### src/rtl/bin2bcd_pkg.sv
// Shared encodings and constants for the sequential binary-to-BCD converter.
package bin2bcd_pkg;
  typedef enum logic [1:0] {
    IDLE = 2'd0,
    CONV = 2'd1,
    DONE = 2'd2
  } state_e;

  localparam int          DIGIT_W    = 4;
  localparam logic [3:0]  BLANK_CODE = 4'b1111;
endpackage

### src/rtl/bin2bcd_if.sv
// Request/result bundle between the datapath (master) and the converter (slave).
interface bin2bcd_if
  import bin2bcd_pkg::*;
#(
  parameter int WIDTH  = 16,
  parameter int DIGITS = 5
);
  logic                      start;
  logic [WIDTH-1:0]          bin;
  logic                      busy;
  logic                      done;
  logic [DIGIT_W*DIGITS-1:0] bcd;
  logic                      overflow;

  modport master (output start, bin, input busy, done, bcd, overflow);
  modport slave  (input start, bin, output busy, done, bcd, overflow);
endinterface

### src/rtl/bin2bcd_seq_bcd_adj3.sv
// Double-dabble correction cell: a digit of 5 or more gets +3 before the shift.
module bcd_adj3
  import bin2bcd_pkg::*;
(
  input  logic [DIGIT_W-1:0] in_i,
  output logic [DIGIT_W-1:0] out_o
);
  assign out_o = (in_i >= 4'd5) ? in_i + 4'd3 : in_i;
endmodule

### src/rtl/bin2bcd_seq.sv
// Sequential binary-to-BCD converter, one input bit per clock, with optional
// leading-zero blanking for the seven-segment decoders downstream.
module bin2bcd_seq
  import bin2bcd_pkg::*;
#(
  parameter int WIDTH         = 16,
  parameter int DIGITS        = 5,
  parameter int BLANK_LEADING = 1
) (
  input  logic       clock,
  input  logic       resetn,
  bin2bcd_if.slave   bus
);
  localparam int BW    = DIGIT_W * DIGITS;
  localparam int CNT_W = $clog2(WIDTH + 1);
  localparam logic [BW-1:0] BCD_RST = (BLANK_LEADING != 0) ? {DIGITS{BLANK_CODE}} : '0;

  state_e           state_q, state_d;
  logic [CNT_W-1:0] cnt_q, cnt_d;
  logic [WIDTH-1:0] shreg_q, shreg_d;
  logic [BW-1:0]    scr_q, scr_d, adj;
  logic             ovf_int_q, ovf_int_d;
  logic [BW-1:0]    bcd_q, bcd_d;
  logic             ovf_q, ovf_d;
  logic             done_q, done_d;

  // Zero digits above the most significant nonzero digit show as blank; digit 0 always shows.
  function automatic logic [BW-1:0] blank_lead(input logic [BW-1:0] v);
    logic lead;
    lead       = 1'b1;
    blank_lead = v;
    for (int i = DIGITS - 1; i >= 1; i--) begin
      if (lead && (v[DIGIT_W*i +: DIGIT_W] == '0))
        blank_lead[DIGIT_W*i +: DIGIT_W] = BLANK_CODE;
      else
        lead = 1'b0;
    end
  endfunction

  for (genvar g = 0; g < DIGITS; g++) begin : g_adj
    bcd_adj3 u_adj (
      .in_i  (scr_q[DIGIT_W*g +: DIGIT_W]),
      .out_o (adj[DIGIT_W*g +: DIGIT_W])
    );
  end

  always_comb begin
    state_d   = state_q;
    cnt_d     = cnt_q;
    shreg_d   = shreg_q;
    scr_d     = scr_q;
    ovf_int_d = ovf_int_q;
    bcd_d     = bcd_q;
    ovf_d     = ovf_q;
    done_d    = 1'b0;
    case (state_q)
      IDLE: begin
        if (bus.start) begin
          state_d   = CONV;
          shreg_d   = bus.bin;
          scr_d     = '0;
          cnt_d     = '0;
          ovf_int_d = 1'b0;
        end
      end
      CONV: begin
        // Adjusted scratch and shift register move left together; the top BCD bit falls out.
        scr_d     = {adj[BW-2:0], shreg_q[WIDTH-1]};
        shreg_d   = {shreg_q[WIDTH-2:0], 1'b0};
        ovf_int_d = ovf_int_q | adj[BW-1];
        cnt_d     = cnt_q + 1'b1;
        if (cnt_q == CNT_W'(WIDTH - 1))
          state_d = DONE;
      end
      DONE: begin
        state_d = IDLE;
        done_d  = 1'b1;
        ovf_d   = ovf_int_q;
        bcd_d   = ((BLANK_LEADING != 0) && !ovf_int_q) ? blank_lead(scr_q) : scr_q;
      end
      default: state_d = IDLE;
    endcase
  end

  always_ff @(posedge clock or negedge resetn) begin
    if (!resetn) begin
      state_q   <= IDLE;
      cnt_q     <= '0;
      ovf_int_q <= 1'b0;
      bcd_q     <= BCD_RST;
      ovf_q     <= 1'b0;
      done_q    <= 1'b0;
    end else begin
      state_q   <= state_d;
      cnt_q     <= cnt_d;
      ovf_int_q <= ovf_int_d;
      bcd_q     <= bcd_d;
      ovf_q     <= ovf_d;
      done_q    <= done_d;
    end
  end

  always_ff @(posedge clock) begin
    shreg_q <= shreg_d;
    scr_q   <= scr_d;
  end

  assign bus.busy     = (state_q != IDLE);
  assign bus.done     = done_q;
  assign bus.bcd      = bcd_q;
  assign bus.overflow = ovf_q;
endmodule

### src/flat_wrapper.sv
// flat-port wrapper written by rule: the top's interface ports become plain ports
module bin2bcd_seq_flat import bin2bcd_pkg::*;
#(
  parameter int WIDTH         = 16,
  parameter int DIGITS        = 5,
  parameter int BLANK_LEADING = 1
)
  (clock, resetn, bus_start, bus_bin, bus_busy, bus_done, bus_bcd, bus_overflow);
  bin2bcd_if #(.WIDTH(WIDTH), .DIGITS(DIGITS)) bus_i ();
  input  logic clock;
  input  logic resetn;
  input wire logic [$bits(bus_i.start)-1:0] bus_start;
  input wire logic [$bits(bus_i.bin)-1:0] bus_bin;
  output wire logic [$bits(bus_i.busy)-1:0] bus_busy;
  output wire logic [$bits(bus_i.done)-1:0] bus_done;
  output wire logic [$bits(bus_i.bcd)-1:0] bus_bcd;
  output wire logic [$bits(bus_i.overflow)-1:0] bus_overflow;
  assign bus_i.start = bus_start;
  assign bus_i.bin = bus_bin;
  assign bus_busy = bus_i.busy;
  assign bus_done = bus_i.done;
  assign bus_bcd = bus_i.bcd;
  assign bus_overflow = bus_i.overflow;
  bin2bcd_seq #(.WIDTH(WIDTH), .DIGITS(DIGITS), .BLANK_LEADING(BLANK_LEADING)) u_core (.clock(clock), .resetn(resetn), .bus(bus_i));
endmodule
### config.mk
export PLATFORM = sky130hd
export DESIGN_NAME = bin2bcd_seq_flat
export DESIGN_NICKNAME = d
export VERILOG_FILES = /design/src/rtl/bin2bcd_pkg.sv /design/src/rtl/bin2bcd_if.sv /design/src/rtl/bin2bcd_seq_bcd_adj3.sv /design/src/rtl/bin2bcd_seq.sv /design/src/flat_wrapper.sv
export SDC_FILE = /design/constraint.sdc
export NUM_CORES = 1
export LEC_CHECK = 0
export CAP_MARGIN = 20
export CORE_ASPECT_RATIO = 1.1
export CORE_MARGIN = 3
export CORE_UTILIZATION = 55
export DETAILED_ROUTE_END_ITERATION = 10
export GPL_TIMING_DRIVEN = 0
export PLACE_DENSITY = 0.86
export SYNTH_ARGS = -nofsm -noshare
export SYNTH_HDL_FRONTEND = slang
export SYNTH_HIERARCHICAL = 1
export SYNTH_SLANG_ARGS = --single-unit
export TNS_END_PERCENT = 100
### constraint.sdc
create_clock -name clock -period 2.2 [get_ports clock]
set_clock_uncertainty 0.2 [all_clocks]
set_input_delay 0.44 -clock clock [delete_from_list [all_inputs] [get_ports clock]]
set_output_delay 0.44 -clock clock [all_outputs]
set_load 0.005 [all_outputs]
After elaboration in Yosys (flattened, before gate mapping)
Index checks and enable logic that the tools add are counted.

Register bits: 66. Output and inout bits: 23. Logic and storage cells: 65.

Add/subtract/negate cells: 6. Magnitude comparators: 5. Eq/ne operators: 5. Mux-type cells: 28. Bitwise gates (word level): 1. Reduce and logical (&&, ||, !) cells: 12.

Operators with widths (number): 20-bit 2-to-1 mux (2); 20-bit case mux with 2 select lines (1); 4-bit 2-to-1 mux (9); 16-bit case mux with 2 select lines (1); 4-bit by 2-bit adder with 4-bit output (second input constant) (5); 4-bit by 3-bit >= comparator with 1-bit output (second input constant) (5); 4-bit logical NOT (4); 16-bit 2-to-1 mux (1); 5-bit case mux with 2 select lines (1); 1-bit 2-to-1 mux (8); 5-bit by 1-bit adder with 5-bit output (second input constant) (1); 5-bit by 4-bit equality test with 1-bit output (second input constant) (1); 5-bit 2-to-1 mux (1); 2-bit 2-to-1 mux (2); 2-bit case mux with 2 select lines (1); 2-bit AND reduction (2); 2-bit nonzero test (2); 1-bit logical AND (3); 2-bit by 1-bit equality test with 1-bit output (second input constant) (1); 2-bit equality test (second input constant) (1); 2-bit logical NOT (1); 2-bit by 1-bit inequality test with 1-bit output (second input constant) (1); 2-bit inequality test (second input constant) (1); 1-bit case mux with 2 select lines (1); 1-bit OR (1).

Logic depth before layout (Yosys ltp)
Gate-level depths: netlist of run 1.

Word-level depth: 12. Gate-level depth with buffers: 7. Depth with buffers taken out: 7.

Modules after synthesis
The synthesis of run 1 kept the hierarchy.

By module, submodules not included: bin2bcd_seq (instances 1, cells an instance 212, area each 2780.2 um2, sequential area each 1856.8 um2); bcd_adj3 (instances 5, cells an instance 16, area each 101.3 um2, sequential area each 0.0 um2).

Least setup slack after synthesis of run 1
OpenSTA, ideal clock, no wires.

Path type: reg-to-reg. From: register u_core.state_q[1]. To: register u_core.scr_q[0] (enable). Arrival: 1.446 ns. Required time: 1.609 ns. Slack: 0.163 ns. Stages on the path, launching flop included: 3. Cell sequence: dfrtp_1 > o21bai_1 > inv_1.

Longest elaborated chain between the ends: 3.

RTL lines: start: declaration (RTL line bin2bcd_seq.sv:18) `state_e state_q, state_d;`; start signal: assignment (RTL line bin2bcd_seq.sv:94) `state_q <= state_d;`; 2-bit by 1-bit equality test with 1-bit output or 2-bit logical NOT (tied branches) (RTL line bin2bcd_seq.sv:56) `case (state_q)`; 2-bit nonzero test (no line) or 2-bit inequality test (tied branches); 2-bit AND reduction (no line) (*); end signal: assignment (RTL line bin2bcd_seq.sv:105) `scr_q <= scr_d;`; end: declaration (RTL line bin2bcd_seq.sv:21) `logic [BW-1:0] scr_q, scr_d, adj;`.

Mark *: on every way between the ends. The rest lies on a longest branch, timed or not. A chain may end at the register's enable or synchronous reset.

Final worst setup path of run 1
From: register u_core.state_q[1]. To: output bus_busy.

Longest elaborated chain between the ends: 1.

RTL lines: 2-bit nonzero test (RTL line bin2bcd_seq.sv:108) `assign bus.busy = (state_q != IDLE);`; end: declaration (RTL line flat_wrapper.sv:14) `output wire logic [$bits(bus_i.busy)-1:0] bus_busy;`.

No other way between the ends.

==> results by group, run 1 <==
Die
  • Overall die width: 79.7 um
  • Area inside the core boundary: 5570 um^2
  • Initial Utilization: 0.590
  • I/O pin cnt: 42
  • Overall die area: 6940 um^2
  • Vertical die dimension: 87.1 um
  • Std cell rows: 28

Global route
  • Tot GR Track Use: 0.191
  • Antenna violations before repair: 0
  • Vias in the first global route: 2,199
  • Wire length of the first global-routing pass: 9.99 mm
  • Largest net degree at the start of global routing: 22
  • Grt ovf: 0

Timing
  • Worst slew pin tran: 565 ps
  • Final hold vios: 0
  • TNS Setup: 0 ps
  • Max transition margin: 0.620
  • Upper clock frequency limit: 0.467 GHz
  • Final slew viol count: 0
  • Part of the cycle the worst path needs: 0.974
  • RSZ-0062 raised after global routing: no
  • Count of endpoints failing setup in the final report: 0
  • Fin crit period: 2140 ps
  • Hold slack final: 228 ps

Placement
  • Placer's final routability congestion estimate: 0.762
  • Estimated wirelength of the detail-placed design: 4.23 mm
  • Input/output buffers: 41

Route
  • Detailed Routing Iterations Pass 1: 4
  • DRC marker count from the first detailed-route iteration: 121
  • Detailed-route wire length: 5.93 mm
  • Antenna Nets Post-Route: 0
  • Post-detailed-route wirelength per cell: 13.7 um
  • Avg Vias per Cell: 5.26
  • Detailed-route via count: 2,274
  • DRC Markers: 0

Finish
  • Fill cell instance count of the final layout: 368
  • Nets@finish: 383
  • Fraction of layout instances using a drive strength above 1: 0.232
  • Number of diodes added for antenna fixing: 0
  • Footprint of the multi-input gates: 1330 um^2
  • Layout Utilization: 0.735
  • Sequential Area: 1860 um^2
  • Layout Area Growth over Synthesis: 24.6%

Logic synthesis
  • FFs w/ async S/R, synth: 0.455
  • Share of synthesized area occupied by flip-flops and latches: 0.565
  • Synthesized instance count: 292
  • Post-synthesis net count: 323
  • Most common cell in the netlist: sky130_fd_sc_hd__nand2_1
  • Share of the synthesized area in the top cell type: 0.329
  • Cell variety after synth: 39
  • Total number of yosys warnings: 6
  • Ranking of synthesized cells by area: sky130_fd_sc_hd__edfxtp_1 (33%), sky130_fd_sc_hd__dfstp_2 (16%), sky130_fd_sc_hd__dfrtp_1 (7.6%)
  • Commonest register cell after synthesis: sky130_fd_sc_hd__edfxtp_1
  • Synth Register Bits: 66
  • Cell accounting for the most synthesized area: sky130_fd_sc_hd__edfxtp_1
  • Count of flip-flops with a built-in enable after synthesis: 36
  • Leading cell types by count after synthesis: sky130_fd_sc_hd__nand2_1 (43), sky130_fd_sc_hd__edfxtp_1 (36), sky130_fd_sc_hd__nor2_1 (30)
  • Synthesized area: 3290 um^2
  • Average cell area after synthesis: 11.3 um^2

Clocking
  • CTS sink count: 66
  • Maximum root-to-sink buffer count: 2
  • Count of hold buffers inserted by post-cts repair: 0
  • Insertion delay to the later sink of the worst-skew pair: 340 ps
  • Maximum level of the CTS H-tree: 3
  • CTS tree: done
  • Clock-pin slew of the registers on the worst-case setup and hold paths: 70 ps
  • Root buffer cell: sky130_fd_sc_hd__clkbuf_8
  • Number of CTS-inserted buffers: 9

Critical path
  • Largest driver fanout on the critical path: 4
  • Required time at the worst-slack endpoint: 1560 ps
  • Kind of start point of the critical path: register
  • Arrival time worst endpoint: 1500 ps
  • CP Capture Type: output port
  • Critical Setup Path Class: register to output port

Power
  • Leak pwr: 1.74 nW
  • Max IR drop VDD: 780 uV
  • Total power density per cell area: 1380 nW/um^2
  • Final Total Pwr: 5.66 mW

Run status
  • Status: finished, final reports clean

Hold path
  • Worst hold-check path type: input port to async pin

Job
  • Max_cap viols: 0
## area by class of cell
cell class              instances  area share
flip-flops and latches         66       0.454
multi-input cells             203       0.325
clock inverters                 7      0.0171
repair buffers                 50       0.127
well taps                      75      0.0229
plain buffers                   8      0.0107
clock buffers                   9      0.0303
inverters                      14      0.0138
## final timing paths
path                                                start  slack (ps)  cells past startpoint                               to
max                         u_core/state_q[1]$_DFFE_PN0P_          60                      2                         bus_busy
max in group asynchronous                          resetn         980                      2    u_core/bus.bcd[3]$_DFFE_PN1P_
min                                                resetn         230                      1  u_core/bus.overflow$_DFFE_PN0P_
min in group clock         u_core/bus.bcd[16]$_DFFE_PN1P_         250                      2   u_core/bus.bcd[16]$_DFFE_PN1P_
min reg2reg                u_core/bus.bcd[16]$_DFFE_PN1P_         250                      2   u_core/bus.bcd[16]$_DFFE_PN1P_
max reg2reg                u_core/scr_q[12]$_SDFFCE_PP0P_         330                      3    u_core/bus.bcd[5]$_DFFE_PN1P_
## placed cells by master, fill, tap and decap left out, types with 12 or more instances in the layout
cell                              netlist  layout
sky130_fd_sc_hd__a21oi_1               14      14
sky130_fd_sc_hd__nor2_1                30      30
sky130_fd_sc_hd__mux2_2                16      16
sky130_fd_sc_hd__and2_1                21      21
sky130_fd_sc_hd__dfstp_2               20      20
sky130_fd_sc_hd__nand2_1               43      43
sky130_fd_sc_hd__edfxtp_1              36      36
sky130_fd_sc_hd__clkdlybuf4s50_1        0      41
sky130_fd_sc_hd__nand2b_1              12      12
sky130_fd_sc_hd__inv_1                 13      12
sky130_fd_sc_hd__ha_1                  12      12
## routing by layer
| metal | wire length (um) | global-route usage | vias to the layer above |
|---|---|---|---|
| li1 | - | - | 1120 |
| met1 | 2620 | 0.234 | 1100 |
| met2 | 2920 | 0.311 | 47 |
| met3 | 288 | 0.0435 | 7 |
| met4 | 95 | 0.103 | 0 |
| met5 | 0 | 0 | - |
## worst max-delay path, stage by stage (launching register included)
cell and delay [ps]:
sky130_fd_sc_hd__dfrtp_2 430, sky130_fd_sc_hd__or2_2 290, sky130_fd_sc_hd__clkdlybuf4s50_1 440
## cells by family after synthesis
family / count (synthesis) / synth area share
compound gates: 41 / 0.0773
simple gates: 121 / 0.189
fa+ha+maj: 12 / 0.0457
mux: 24 / 0.0792
xor+xnor: 5 / 0.0133
flops: 66 / 0.565
buf+inv: 23 / 0.0308
## state kept, by name (all words and copies together), names as in the netlist
register and flops:
u_core/scr_q 20, u_core/ovf_int_q 1, u_core/cnt_q 5, u_core/bus.bcd 20
u_core/bus.done 1, u_core/shreg_q 16, u_core/bus.overflow 1, u_core/state_q 2
## power by group
part           switching (mW)  total [mW]  internal (mW)  leakage [nW]
Combinational           0.960        2.17           1.21         0.930
Clock                   0.469       0.987          0.518        0.0889
Sequential              0.430        2.51           2.08         0.724
## through the flow
stage | worst slack (ps) | instances | area [um^2]
2_1_floorplan | 163 | 292 | 3290
3_3_place_gp | -557 | 408 | 3790
3_5_place_dp | -309 | 410 | 3830
4_1_cts | 15.7 | 427 | 4040
5_1_grt | 5.31 | 432 | 4090
6_report | 56.9 | 432 | 4090
## repair_timing
| item | 4_1_cts | 5_1_grt |
|---|---|---|
| endpoints found under the setup margin | 11 | 20 |
| gates resized for setup | 2 | 1 |
| setup buffers | 2 | 5 |
(Power assumes the default switching activity.)
==> run 2, diff against run 1 <==
TNS_END_PERCENT = 10   (was 100)
==> run 2 against run 1 <==
Net effect:
- register-to-register slack worse by 20 ps
- combinational power hardly changed
- sequential share of layout area is 0.14 points higher
- cell count is 0.46% lower
- design area is 0.31% lower
- worst hold slack better by 4.6 ps
- critical path depth is 1 lower
- routed wire length is 0.81% lower
- count of clock-buffer cells in the layout stayed put
- sequential power hardly changed
- setup slack better by 130 ps
- critical endpoint is now bus_bcd[0]
- largest cell class unchanged
- highest routed layer unchanged
==> results by group, run 2 (synthesized netlist as in run 1, its figures left out) <==
Global route
  • Vias in the first global route: 2,199 (unchanged)
  • Largest net degree at the start of global routing: 22 (unchanged)
  • Wire length of the first global-routing pass: 9.99 mm (unchanged)
  • Antenna violations before repair: 0 (unchanged)
  • Tot GR Track Use: 0.191 (unchanged)
  • Grt ovf: 0 (unchanged)

Critical path
  • Required time at the worst-slack endpoint: 1560 ps (about the same)
  • CP Capture Type: output port
  • Highest cell delay on the worst timing path: 530 ps (+90 ps)
  • Largest driver fanout on the critical path: 2 (-2)
  • Top delay family on crit path: flip-flops
  • Critical path cell sequence: clkdlybuf4s50_1
  • Slowest cell on crit path: sky130_fd_sc_hd__dfstp_2
  • Kind of start point of the critical path: register
  • Critical Setup Path Class: register to output port
  • Arrival time worst endpoint: 1370 ps (-130 ps)
  • Critical path buffers and inverters: 1 (unchanged)

Clocking
  • Maximum level of the CTS H-tree: 3 (unchanged)
  • Clock-pin slew of the registers on the worst-case setup and hold paths: 70 ps (about the same)
  • Number of CTS-inserted buffers: 9 (unchanged)
  • Root buffer cell: sky130_fd_sc_hd__clkbuf_8
  • Maximum root-to-sink buffer count: 2 (unchanged)
  • CTS tree: done
  • Insertion delay to the later sink of the worst-skew pair: 340 ps (about the same)
  • CTS sink count: 66 (unchanged)

Die
  • Overall die width: 79.7 um (unchanged)
  • Initial Utilization: 0.590 (unchanged)
  • Area inside the core boundary: 5570 um^2 (unchanged)
  • Vertical die dimension: 87.1 um (unchanged)
  • Std cell rows: 28 (unchanged)
  • Overall die area: 6940 um^2 (unchanged)
  • I/O pin cnt: 42 (unchanged)

Finish
  • Fraction of layout instances using a drive strength above 1: 0.228 (-0.00432)
  • Layout Area Growth over Synthesis: 24.2%
  • Nets@finish: 381 (-0.52%)
  • Layout Utilization: 0.733 (-0.00225)
  • Top library cells by usage in the layout, fill and taps aside: sky130_fd_sc_hd__nand2_1 (43), sky130_fd_sc_hd__clkdlybuf4s50_1 (40), sky130_fd_sc_hd__edfxtp_1 (36), sky130_fd_sc_hd__nor2_1 (30), sky130_fd_sc_hd__and2_1 (21)
  • Number of diodes added for antenna fixing: 0 (unchanged)
  • Most common cell after layout, fill and taps aside: sky130_fd_sc_hd__nand2_1
  • Count of non-filler cells in the finished layout: 430 (-0.46%)

Power
  • Total power density per cell area: 1380 nW/um^2 (-0.20%)
  • Max IR drop VDD: 780 uV (about the same)
  • Leak pwr: 1.74 nW (-0.44%)

Timing
  • Max transition margin: 0.624 (+0.00371)
  • Fin crit period: 2010 ps (-130 ps)
  • Count of endpoints failing setup in the final report: 0 (unchanged)
  • RSZ-0062 raised after global routing: no
  • Part of the cycle the worst path needs: 0.915 (-0.0592)
  • Final slew viol count: 0 (unchanged)
  • Worst slew pin tran: 560 ps (-5.52 ps)
  • Final hold vios: 0 (unchanged)
  • Upper clock frequency limit: 0.497 GHz (+6.5%)

Job
  • Max_cap viols: 0 (unchanged)

Route
  • DRC Markers: 0 (unchanged)
  • Avg Vias per Cell: 5.26 (-0.11%)
  • Antenna Nets Post-Route: 0 (unchanged)
  • Post-detailed-route wirelength per cell: 13.7 um (-0.35%)
  • Detailed-route via count: 2,261 (-0.57%)
  • Detailed Routing Iterations Pass 1: 4 (unchanged)
  • Detailed-route wire length: 5.88 mm (-0.81%)
  • DRC marker count from the first detailed-route iteration: 141 (+17%)

Placement
  • Placer's final routability congestion estimate: 0.762 (unchanged)
  • Input/output buffers: 41 (unchanged)
  • Estimated wirelength of the detail-placed design: 4.23 mm (unchanged)
  • Instance count after placement with tap cells included: 410 (unchanged)

Hold path
  • Worst hold-check path type: input port to async pin

Run status
  • Status: finished, final reports clean
[run 2: cell count changes in the layout (fill, tap and decap cells not counted)]
cell and delta:
sky130_fd_sc_hd__buf_4 -2, sky130_fd_sc_hd__dlymetal6s2s_1 +1, sky130_fd_sc_hd__clkdlybuf4s50_1 -1
[run 2: through the flow]
| stage | setup TNS [ps] | total power, mW | area, um^2 | hold slack (ps) | setup slack, ps |
|---|---|---|---|---|---|
| 2_1_floorplan | 0 | 3.96 | 3290 | -55.6 | 163 |
| 3_3_place_gp | -20550 | 4.48 | 3790 | 242 | -557 |
| 3_5_place_dp | -8260 | 4.64 | 3830 | 247 | -309 |
| 4_1_cts | 0 | 5.64 | 4040 | 227 | 15.7 |
| 5_1_grt | 0 | 6.06 | 4080 | 256 | 131 |
| 6_report | 0 | 5.63 | 4080 | 233 | 187 |
[run 2: final cells by class]
type	instances	area (um^2)
Inverter	14	56.3
Clock inverter	7	70.1
Sequential cell	66	1860
Tap cell	75	93.8
Fill cell	373	1490
Timing Repair Buffer	48	505
Clock buffer	9	124
Multi-Input combinational cell	203	1330
Buffer	8	43.8
[run 2: power by group]
| part | switching (mW) | total, mW | internal, mW |
|---|---|---|---|
| Sequential | 0.440 | 2.52 | 2.08 |
| Combinational | 0.946 | 2.14 | 1.19 |
| Clock | 0.465 | 0.983 | 0.518 |
| Total | 1.85 | 5.63 | 3.78 |
[run 2: path summary, 6_finish.rpt]
| path | slack (ps) | cells after the start | start | to |
|---|---|---|---|---|
| hold / removal | 230 | 1 | resetn | u_core/bus.overflow$_DFFE_PN0P_ |
| hold reg to reg | 250 | 2 | u_core/bus.bcd[16]$_DFFE_PN1P_ | u_core/bus.bcd[16]$_DFFE_PN1P_ |
| setup reg to reg | 310 | 4 | u_core/state_q[0]$_DFFE_PN0P_ | u_core/shreg_q[11]$_DFFE_PP_ |
| min in group clock | 250 | 2 | u_core/bus.bcd[16]$_DFFE_PN1P_ | u_core/bus.bcd[16]$_DFFE_PN1P_ |
| max in group asynchronous | 970 | 2 | resetn | u_core/bus.bcd[3]$_DFFE_PN1P_ |
| setup / recovery | 190 | 1 | u_core/bus.bcd[0]$_DFFE_PN1P_ | bus_bcd[0] |
[run 2: timing repair]
action / 4_1_cts / 5_1_grt
cloned: 0 / 0
buffers inserted: 2 / 3
hold buffers: 0 / 0
pin swaps: 0 / 0
resized for setup: 2 / 2
endpoints found under the setup margin: 11 / 20
[run 2: metal layers]
metal,vias to the layer above,GRT usage,part of all wire
met5,-,0,0
met2,46,0.311,0.50
met4,0,0.103,0.012
li1,1116,-,-
met1,1093,0.234,0.44
met3,6,0.0435,0.045
==> run 3, diff against run 2 <==
CORE_UTILIZATION = 36   (was 55)
PLACE_DENSITY = 0.63   (was 0.86)
==> run 3 against run 2 <==
Net effect:
- largest cell class unchanged
- utilization shrank 26 points
- register-to-register slack lost 220 ps
- sequential power is essentially flat
- combinational power shrank 2%
- highest routed layer unchanged
- maximum frequency shrank 4.9%
- power shrank 3.8%
- die area grew 49%
==> results by group, run 3 (synthesized netlist as in run 1, its figures left out) <==
Run status
  • Status: finished, final reports clean

Finish
  • Number of diodes added for antenna fixing: 0 (unchanged)
  • Fill cell instance count of the final layout: 808 (+120%)
  • Most common cell after layout, fill and taps aside: sky130_fd_sc_hd__nand2_1
  • Count of non-filler cells in the finished layout: 463 (+7.7%)
  • Summed area of non-filler cells in the final layout: 4040 um^2 (-1.1%)
  • Fraction of layout instances using a drive strength above 1: 0.213 (-0.0151)
  • Layout Area Growth over Synthesis: 22.8%
  • Layout Utilization: 0.468 (-0.265)
  • Top library cells by usage in the layout, fill and taps aside: sky130_fd_sc_hd__nand2_1 (43), sky130_fd_sc_hd__clkdlybuf4s50_1 (39), sky130_fd_sc_hd__edfxtp_1 (36), sky130_fd_sc_hd__nor2_1 (30), sky130_fd_sc_hd__and2_1 (21)
  • Nets@finish: 378 (-0.79%)

Timing
  • Fin crit period: 2120 ps (+103 ps)
  • Count of endpoints failing setup in the final report: 0 (unchanged)
  • Max transition margin: 0.545 (-0.0787)
  • Final slew viol count: 0 (unchanged)
  • Upper clock frequency limit: 0.473 GHz (-4.9%)
  • Worst slew pin tran: 683 ps (+123 ps)
  • Part of the cycle the worst path needs: 0.962 (+0.0467)
  • RSZ-0062 raised after global routing: no
  • TNS Setup: 0 ps (unchanged)
  • Final hold vios: 0 (unchanged)

Route
  • DRC Markers: 0 (unchanged)
  • Antenna Nets Post-Route: 0 (unchanged)
  • Detailed-route via count: 2,232 (-1.3%)
  • Detailed Routing Iterations Pass 1: 4 (unchanged)
  • Detailed-route wire length: 6.17 mm (+4.9%)
  • Post-detailed-route wirelength per cell: 13.3 um (-2.6%)
  • Avg Vias per Cell: 4.82 (-8.3%)
  • DRC marker count from the first detailed-route iteration: 117 (-17%)

Clocking
  • CTS tree: done
  • Number of CTS-inserted buffers: 9 (unchanged)
  • Clock-pin slew of the registers on the worst-case setup and hold paths: 60 ps (about the same)
  • Root buffer cell: sky130_fd_sc_hd__clkbuf_8
  • Maximum root-to-sink buffer count: 2 (unchanged)
  • CTS sink count: 66 (unchanged)
  • Maximum level of the CTS H-tree: 3 (unchanged)
  • Insertion delay to the later sink of the worst-skew pair: 330 ps (about the same)

Hold path
  • Worst hold stages: 2
  • Worst hold-check path type: register to register

Critical path
  • Largest driver fanout on the critical path: 17 (+15)
  • Arrival time worst endpoint: 2000 ps (+630 ps)
  • Critical Setup Path Class: input port to register
  • CP Capture Type: register
  • Number of cell instances on the worst register-to-register path: 4 (unchanged)
  • Kind of start point of the critical path: input port
  • Required time at the worst-slack endpoint: 2090 ps (+530 ps)

Placement
  • Instance area after placement: 3860 um^2 (+0.65%)
  • Instance count after placement with tap cells included: 445 (+8.5%)
  • Estimated wirelength of the detail-placed design: 4.23 mm (about the same)
  • Placer's final routability congestion estimate: 0.731 (-4.1%)
  • Input/output buffers: 41 (unchanged)

Global route
  • Largest net degree at the start of global routing: 31 (+41%)
  • Tot GR Track Use: 0.129 (-0.0614)
  • Vias in the first global route: 2,192 (-0.32%)
  • Antenna violations before repair: 0 (unchanged)
  • Grt ovf: 0 (unchanged)
  • Wire length of the first global-routing pass: 10.6 mm (+5.9%)

Die
  • Initial Utilization: 0.381 (-0.209)
  • I/O pin cnt: 42 (unchanged)
  • Std cell rows: 35 (+25%)
  • Overall die area: 10,300 um^2 (+49%)
  • Vertical die dimension: 106 um (+22%)
  • Overall die width: 97.1 um (+22%)
  • Area inside the core boundary: 8630 um^2 (+55%)

Power
  • Leak pwr: 1.70 nW (-2.0%)
  • Max IR drop VDD: 533 uV (-32%)
  • Total power density per cell area: 1340 nW/um^2 (-2.8%)

Job
  • Max_cap viols: 0 (unchanged)
## run 3: report_power, final
| part | internal, mW | total (mW) | switching, mW |
|---|---|---|---|
| logic | 1.15 | 2.10 | 0.953 |
| clock network | 0.400 | 0.822 | 0.422 |
| registers | 2.07 | 2.50 | 0.421 |
## run 3: path summary, 6_finish.rpt
check	end	start	slack (ps)
max	u_core/shreg_q[14]$_DFFE_PP_	bus_start	80
min	u_core/bus.bcd[16]$_DFFE_PN1P_	u_core/bus.bcd[16]$_DFFE_PN1P_	250
max reg2reg	u_core/shreg_q[14]$_DFFE_PP_	u_core/state_q[0]$_DFFE_PN0P_	90
min reg2reg	u_core/bus.bcd[16]$_DFFE_PN1P_	u_core/bus.bcd[16]$_DFFE_PN1P_	250
max in group asynchronous	u_core/state_q[1]$_DFFE_PN0P_	resetn	830
min in group asynchronous	u_core/bus.overflow$_DFFE_PN0P_	resetn	490
## run 3: routing by layer
layer	global-route usage	share of wire	vias up	wire length, um
li1	-	-	1109	-
met1	0.167	0.46	1061	2860
met2	0.206	0.46	57	2850
met3	0.0381	0.065	5	399
met4	0.0481	0.0094	0	58
met5	0	0	-	0
## run 3: critical path, cell delays in order
cell,delay (ps)
sky130_fd_sc_hd__clkdlybuf4s50_1,430
sky130_fd_sc_hd__o21bai_2,400
sky130_fd_sc_hd__clkinvlp_4,440
sky130_fd_sc_hd__buf_16,280
## run 3: stage by stage
| stage | total power, mW | hold slack (ps) | worst slack [ps] |
|---|---|---|---|
| detailed placement | 4.63 | 245 | -425 |
| finish | 5.42 | 252 | 84.4 |
| floorplan | 3.96 | -55.6 | 163 |
| global placement | 4.52 | 244 | -612 |
| CTS | 5.49 | 254 | 62.7 |
| global route | 5.93 | 274 | 4.15 |
## run 3: area by class of cell
cell class	instances	area [um^2]	area share
timing repair buffer	43	442	0.109
sequential	66	1860	0.460
inverter	14	56.3	0.0139
clock buffer	12	135	0.0335
buffer	9	48.8	0.0121
clock inverter	4	18.8	0.00465
tap	111	139	0.0344
timing repair inverter	1	7.51	0.00186
multi-input combinational	203	1330	0.330
## run 3: what timing repair did
item / 4_1_cts / 5_1_grt
setup buffers: 0 / 0
hold buffers: 1 / 0
setup endpoints to repair: 18 / 0
gates resized for setup: 5 / 0
endpoints found under the hold margin: 10 / 0
